<file path="config.mk">
export PLATFORM = sky130hd
export DESIGN_NAME = seq_detect_sched
export DESIGN_NICKNAME = d
export VERILOG_FILES = /design/src/rtl/seq_detect_sched_pkg.sv /design/src/rtl/seq_detect_sched_moore.sv /design/src/rtl/seq_detect_sched.sv
export SDC_FILE = /design/constraint.sdc
export NUM_CORES = 1
export LEC_CHECK = 0
export CAP_MARGIN = 10
export CORE_MARGIN = 10
export CORE_UTILIZATION = 48
export DETAILED_ROUTE_END_ITERATION = 8
export GPL_ROUTABILITY_DRIVEN = 1
export MAX_ROUTING_LAYER = met4
export PLACE_DENSITY_LB_ADDON = 0.25
export REMOVE_ABC_BUFFERS = 1
export SLEW_MARGIN = 20
export SYNTH_ARGS = -nofsm -noshare
export SYNTH_HDL_FRONTEND = slang
export SYNTH_SLANG_ARGS = --single-unit
export TNS_END_PERCENT = 1
</file>
<file path="constraint.sdc">
create_clock -name clock -period 2.85 [get_ports clock]
set_clock_uncertainty 0.05 [all_clocks]
set_input_delay 0.4275 -clock clock [delete_from_list [all_inputs] [get_ports clock]]
set_output_delay 0.4275 -clock clock [all_outputs]
set_load 0.02 [all_outputs]
</file>
<file path="src/rtl/seq_detect_sched_pkg.sv">
// Shared types for the seq_detect_sched slice: scheduler FSM states and the
// Moore "1011" detector state encoding with its next-state helper.
package seq_sched_pkg;

  localparam logic [3:0] PATTERN = 4'b1011;
  localparam int         PAT_LEN = 4;

  typedef enum logic [1:0] {
    ST_IDLE  = 2'd0,
    ST_SHIFT = 2'd1,
    ST_DRAIN = 2'd2,
    ST_RESP  = 2'd3
  } sched_state_e;

  // Encoding equals the length of the pattern prefix matched so far.
  typedef enum logic [2:0] {
    DET_S0    = 3'd0,
    DET_S1    = 3'd1,
    DET_S10   = 3'd2,
    DET_S101  = 3'd3,
    DET_S1011 = 3'd4
  } det_state_e;

  function automatic det_state_e det_next(input det_state_e cur, input logic b);
    det_state_e nxt;
    case (cur)
      DET_S0:    nxt = (b == PATTERN[3]) ? DET_S1    : DET_S0;
      DET_S1:    nxt = (b == PATTERN[2]) ? DET_S10   : DET_S1;
      DET_S10:   nxt = (b == PATTERN[1]) ? DET_S101  : DET_S0;
      DET_S101:  nxt = (b == PATTERN[0]) ? DET_S1011 : DET_S10;
      DET_S1011: nxt = b ? DET_S1 : DET_S10;
      default:   nxt = DET_S0;
    endcase
    return nxt;
  endfunction

  function automatic logic det_is_match(input det_state_e cur);
    return cur == det_state_e'(3'(PAT_LEN));
  endfunction

endpackage

</file>
<file path="src/rtl/seq_detect_sched_moore.sv">
// Moore overlapping "1011" detector; match reflects the bits consumed up to
// the previous enabled cycle. clr is synchronous and wins over en.
module seq_1011_moore
  import seq_sched_pkg::*;
(
  input  logic clock,
  input  logic reset_n,
  input  logic clr,
  input  logic en,
  input  logic bit_in,
  output logic match
);

  det_state_e state_q, state_d;

  always_comb begin
    state_d = state_q;
    if (clr) begin
      state_d = DET_S0;
    end else if (en) begin
      state_d = det_next(state_q, bit_in);
    end else begin
      state_d = state_q;
    end
  end

  always_ff @(posedge clock or negedge reset_n) begin
    if (!reset_n) begin
      state_q <= DET_S0;
    end else begin
      state_q <= state_d;
    end
  end

  assign match = det_is_match(state_q);

endmodule

</file>
<file path="src/rtl/seq_detect_sched.sv">
// Round-robin scheduler sharing one serial 1011 detector among NUM_REQ requesters.
// Optional SEQ_SCHED_STATS_EN adds a saturating total_matches output.
module seq_detect_sched
  import seq_sched_pkg::*;
#(
  parameter int NUM_REQ = 4,
  parameter int DATA_W  = 16,
  parameter int CNT_W   = 5,
  localparam int ID_W   = $clog2(NUM_REQ),
  localparam int BC_W   = $clog2(DATA_W)
) (
  input  logic                      clock,
  input  logic                      reset_n,
  input  logic [NUM_REQ-1:0]        req_valid,
  input  logic [NUM_REQ*DATA_W-1:0] req_data,
  output logic [NUM_REQ-1:0]        req_ready,
  output logic                      resp_valid,
  input  logic                      resp_ready,
  output logic [ID_W-1:0]           resp_id,
  output logic [CNT_W-1:0]          resp_count,
  output logic                      busy
`ifdef SEQ_SCHED_STATS_EN
  ,
  output logic [15:0]               total_matches
`endif
);

  localparam logic [ID_W:0]    NUM_REQ_W = (ID_W+1)'(NUM_REQ);
  localparam logic [ID_W-1:0]  ID_LAST   = ID_W'(NUM_REQ - 1);
  localparam logic [BC_W-1:0]  BIT_LAST  = BC_W'(DATA_W - 1);
  localparam logic [CNT_W-1:0] CNT_MAX   = {CNT_W{1'b1}};

  sched_state_e      state_q, state_d;
  logic [ID_W-1:0]   ptr_q, ptr_d;
  logic [ID_W-1:0]   id_q, id_d;
  logic [DATA_W-1:0] shreg_q, shreg_d;
  logic [BC_W-1:0]   bitcnt_q, bitcnt_d;
  logic [CNT_W-1:0]  cnt_q, cnt_d;
  logic [CNT_W-1:0]  cnt_next;
  logic              resp_valid_q, resp_valid_d;
  logic [ID_W-1:0]   resp_id_q, resp_id_d;
  logic [CNT_W-1:0]  resp_count_q, resp_count_d;

  logic              grant_found;
  logic [ID_W-1:0]   grant_idx;
  logic [ID_W:0]     cand;
  logic [DATA_W-1:0] grant_word;
  logic              accept;
  logic              det_clr, det_en, det_match;

  // First asserted request at or after the pointer, wrapping around.
  always_comb begin
    grant_found = 1'b0;
    grant_idx   = '0;
    cand        = '0;
    for (int i = 0; i < NUM_REQ; i++) begin
      cand = {1'b0, ptr_q} + (ID_W+1)'(i);
      if (cand >= NUM_REQ_W) begin
        cand = cand - NUM_REQ_W;
      end else begin
        cand = cand;
      end
      if (!grant_found && req_valid[cand[ID_W-1:0]]) begin
        grant_found = 1'b1;
        grant_idx   = cand[ID_W-1:0];
      end else begin
        grant_found = grant_found;
      end
    end
  end

  always_comb begin
    grant_word = '0;
    for (int k = 0; k < NUM_REQ; k++) begin
      if (grant_idx == ID_W'(k)) begin
        grant_word = req_data[k*DATA_W +: DATA_W];
      end else begin
        grant_word = grant_word;
      end
    end
  end

  assign accept = (state_q == ST_IDLE) && grant_found;

  always_comb begin
    req_ready = '0;
    if (accept) begin
      req_ready[grant_idx] = 1'b1;
    end else begin
      req_ready = '0;
    end
  end

  always_comb begin
    cnt_next = cnt_q;
    if (det_match && (cnt_q != CNT_MAX)) begin
      cnt_next = cnt_q + CNT_W'(1);
    end else begin
      cnt_next = cnt_q;
    end
  end

  always_comb begin
    state_d      = state_q;
    ptr_d        = ptr_q;
    id_d         = id_q;
    shreg_d      = shreg_q;
    bitcnt_d     = bitcnt_q;
    cnt_d        = cnt_q;
    resp_valid_d = resp_valid_q;
    resp_id_d    = resp_id_q;
    resp_count_d = resp_count_q;
    det_clr      = 1'b0;
    det_en       = 1'b0;
    case (state_q)
      ST_IDLE: begin
        if (accept) begin
          shreg_d  = grant_word;
          id_d     = grant_idx;
          ptr_d    = (grant_idx == ID_LAST) ? '0 : grant_idx + ID_W'(1);
          bitcnt_d = '0;
          cnt_d    = '0;
          det_clr  = 1'b1;
          state_d  = ST_SHIFT;
        end else begin
          state_d = ST_IDLE;
        end
      end
      ST_SHIFT: begin
        det_en  = 1'b1;
        shreg_d = {shreg_q[DATA_W-2:0], 1'b0};
        cnt_d   = cnt_next;
        if (bitcnt_q == BIT_LAST) begin
          bitcnt_d = '0;
          state_d  = ST_DRAIN;
        end else begin
          bitcnt_d = bitcnt_q + BC_W'(1);
        end
      end
      // The detector output lags by one cycle, so the last bit's match lands here.
      ST_DRAIN: begin
        cnt_d        = cnt_next;
        resp_count_d = cnt_next;
        resp_id_d    = id_q;
        resp_valid_d = 1'b1;
        state_d      = ST_RESP;
      end
      ST_RESP: begin
        if (resp_ready) begin
          resp_valid_d = 1'b0;
          state_d      = ST_IDLE;
        end else begin
          state_d = ST_RESP;
        end
      end
      default: begin
        resp_valid_d = 1'b0;
        state_d      = ST_IDLE;
      end
    endcase
  end

  always_ff @(posedge clock or negedge reset_n) begin
    if (!reset_n) begin
      state_q      <= ST_IDLE;
      ptr_q        <= '0;
      id_q         <= '0;
      shreg_q      <= '0;
      bitcnt_q     <= '0;
      cnt_q        <= '0;
      resp_valid_q <= 1'b0;
      resp_id_q    <= '0;
      resp_count_q <= '0;
    end else begin
      state_q      <= state_d;
      ptr_q        <= ptr_d;
      id_q         <= id_d;
      shreg_q      <= shreg_d;
      bitcnt_q     <= bitcnt_d;
      cnt_q        <= cnt_d;
      resp_valid_q <= resp_valid_d;
      resp_id_q    <= resp_id_d;
      resp_count_q <= resp_count_d;
    end
  end

  seq_1011_moore u_det (
    .clock   (clock),
    .reset_n (reset_n),
    .clr     (det_clr),
    .en      (det_en),
    .bit_in  (shreg_q[DATA_W-1]),
    .match   (det_match)
  );

  assign resp_valid = resp_valid_q;
  assign resp_id    = resp_id_q;
  assign resp_count = resp_count_q;
  assign busy       = (state_q != ST_IDLE);

`ifdef SEQ_SCHED_STATS_EN
  logic [15:0] total_q, total_d;
  logic [16:0] total_sum;

  always_comb begin
    total_d   = total_q;
    total_sum = {1'b0, total_q} + 17'(resp_count_q);
    if ((state_q == ST_RESP) && resp_ready) begin
      total_d = total_sum[16] ? 16'hFFFF : total_sum[15:0];
    end else begin
      total_d = total_q;
    end
  end

  always_ff @(posedge clock or negedge reset_n) begin
    if (!reset_n) begin
      total_q <= 16'h0000;
    end else begin
      total_q <= total_d;
    end
  end

  assign total_matches = total_q;
`endif

endmodule

</file>
==> results.md <==
* Status: complete, no violations
* Reg power frac at 29.7%
* TritonRoute pass-1 iters at 4
* Req. time, crit path at 2370 ps
* Die ar. at 9600 µm²
* Maximum vdd drop at 0.585 mV
* GR Util All Layers at 17.7%
* Share of layout cells above drive strength 1 at 11.7%
* Post-synth ARST share at 100%
* Pin count of the biggest net entering global routing at 43
* Num ports at 84
* Setup TNS at 0 ps
* Worst slew pin tran at 948 ps
* Sink Count at 42
* Power per cell area at 976 nW/µm²
* Seq/Total Area, Yosys at 36.0%
* Crit end category: output port
* Cell Area, Synth at 2920 µm²
* Root buffer cell: clkbuf_8
* Final number of hold-violating endpoints at 0
* Netlist cell types at 49
* Hold Path Class: in2async
* Average size of a mapped cell at 8.59 µm²
* Post-Route WL at 8.53 mm
* #FFs+latches synth at 42
* Via count at 2937
* Core footprint at 5920 µm²
* Hold_ws at 219 ps
* Grt total ovfl at 0
* Highest-count cells in the layout ignoring fill and taps: clkdlybuf4s50_1, nor2_1, dfrtp_1
* GP Congestion at 0.896
* Initial antenna violation count at 0
* P_sw at 1.76 mW
* Antenna diodes at 0
* Placed cell count at 495
* Synth-to-layout area growth at 36.3%
* Initial Util at 49.3%
* Startpoint types: primary input
* Relative slew margins at 36.8%
* Buffers and inverters on the worst path at 3
* CP arrival at 2260 ps
* Leak at 1.68 nW
* Top FF cell, synth: dfrtp_1
* HPWL Detailed at 6.54 mm
* Residual DRC at 0
* Clock Power Share at 9.7%
* Crit-path slowest cell: clkdlybuf4s50_1
* CP delay by family, top: buffers and inverters
* Vias per cell at 5.84
* Inserted Clock Buffers at 5
* # port buffers at 83
* WL per Instance at 17.0 µm
* Max Transition Viols Final at 0
* Mapped Cells at 340
* Die width at 98 µm
* RSZ-0062 raised after global routing: yes
* Final Cycle Share at 96.0%
* Biggest cell delay along the critical path at 530 ps
* Logic pwr share at 60.6%
* Max-cap violations at 0
* First-pass GRT wire length at 14.0 mm
* Antenna-violating nets left at 0
* Post-CTS Hold Fix Bufs at 0
* Clock tree buffer depth at 2
* Kind of critical path: in2out
* Worst-path clk slew at 80 ps
* Filler-free cell count of the finished design at 503
* P_int at 2.13 mW
* CTS tree: yes
* Switching Fraction at 45.3%
* Most common cell after layout, fill and taps aside: clkdlybuf4s50_1
* Final setup fails at 0
* FP Rows at 28
* Height of the chip at 98 µm
* DR iter-0 viols at 177
* Post-synth EDFFs at 0
* Max Clock Freq at 366 MHz
* Crit-path cells: clkdlybuf4s50_1 > nand2_1 > and3_1 > o32ai_1 > buf_4 > ha_1 > and3_2 > clkdlybuf4s15_1
* Worst Path Max Fanout at 4
* CTS H-tree depth at 2
* Nets at 510
* Synth warn at 0
* Vias in the first global route at 3029
* Worst-Skew Late Latency at 300 ps
* Post-layout total power at 3.89 mW
* Post-layout min period at 2740 ps
path summary, 6_finish.rpt:
| check | slack (ps) | to | from | depth (start not counted) |
|---|---|---|---|---|
| hold / removal | 220 | resp_valid | reset_n | 1 |
| hold reg to reg | 450 | id_q[1] | id_q[1] | 2 |
| setup / recovery | 110 | req_ready[1] | req_valid[0] | 8 |
| setup reg to reg | 360 | shreg_q[11] | state_q[0] | 6 |
| min in group clock | 450 | id_q[1] | id_q[1] | 2 |
| max in group asynchronous | 1950 | shreg_q[3] | reset_n | 1 |
area by class of cell:
cell class                 instances  area (µm²)
fill                             513        1940
multi-input combinational        260        1720
sequential                        42        1050
timing repair buffer             107         995
tap                               75        93.8
clock buffer                       5        68.8
inverter                          12        45.0
clock inverter                     2        10.0
power by group through the flow:
stage                     clock network (mW)  registers [mW]  logic [mW]
after floorplan                            0            1.16        1.52
after global placement                     0            1.14        2.28
after detailed placement                   0            1.16        2.35
after CTS                              0.382            1.15        2.36
after global routing                   0.413            1.20        2.64
final                                  0.377            1.15        2.36
cells by family after synthesis:
family                   share of synthesized area, %
flip-flops                                       36.0
multiplexers                                     8.44
buffers and inverters                            5.74
XOR/XNOR                                        0.900
AO/OA/AOI/OAI                                    26.7
AND/OR/NAND/NOR                                  17.5
adder cells (fa/ha/maj)                          4.71
metal layers:
metal | share of wire (%) | global-route usage, % | wire length (µm)
met1 | 40 | 18.9 | 3450
met4 | 1.6 | 5.48 | 137
met3 | 6.6 | 5.21 | 562
met2 | 51 | 30.8 | 4370
met5 | 0 | - | 0
repair_timing:
action                                  in CTS  in global routing
gates cloned                                 0                  0
endpoints found under the setup margin       4                  5
resized for setup                            4                  7
setup buffers                                0                  1
hold endpoints to repair                     0                  0
Yosys cell counts, types with 2 or more instances:
cell type  number  area (µm²)
nor2b_1         2        12.5
inv_1          11        41.3
buf_2           5        25.0
a21oi_1        16        80.1
nand2_1        31         116
nor3_1          5        25.0
a221oi_1       14         123
a21o_1          2        15.0
o32ai_1         2        17.5
nor4b_1         2        17.5
o22ai_1        17         106
and3_1          5        31.3
nand3_1         5        25.0
clkbuf_1       19        71.3
nor2_1         46         173
a211oi_1       18         135
mux2_2          5        56.3
o21a_1          2        15.0
xor2_1          2        17.5
or3_1           2        12.5
ha_1           11         138
o21ai_0        11        55.1
a22oi_1         4        30.0
and3_2          4        30.0
o31ai_1        16         120
mux2i_1        19         190
dfrtp_1        42        1050
per-stage QoR:
stage | cell area [µm²] | util [%] | setup WS, ps
after floorplan | 2800 | - | -313
after global placement | 3900 | 65.8 | -148
after detailed placement | 3900 | 65.8 | -184
after CTS | 3970 | 67.1 | 34.0
after global routing | 3980 | 67.2 | -7.25
final | 3980 | 67.2 | 114
worst register-to-register path: stages (launching register included):
cell	delay [ps]
dfrtp_1	430
inv_1	110
ha_1	400
inv_1	250
or3_1	620
buf_4	260
o31ai_1	270
sequential cells by signal, summed over array words and instances (netlist names):
signal         cells
bitcnt_q           4
cnt_q              5
id_q               2
ptr_q              2
resp_count         5
resp_id            2
resp_valid         1
shreg_q           16
state_q            2
u_det.state_q      3
No activity file was read; power rests on OpenSTA's default activity.
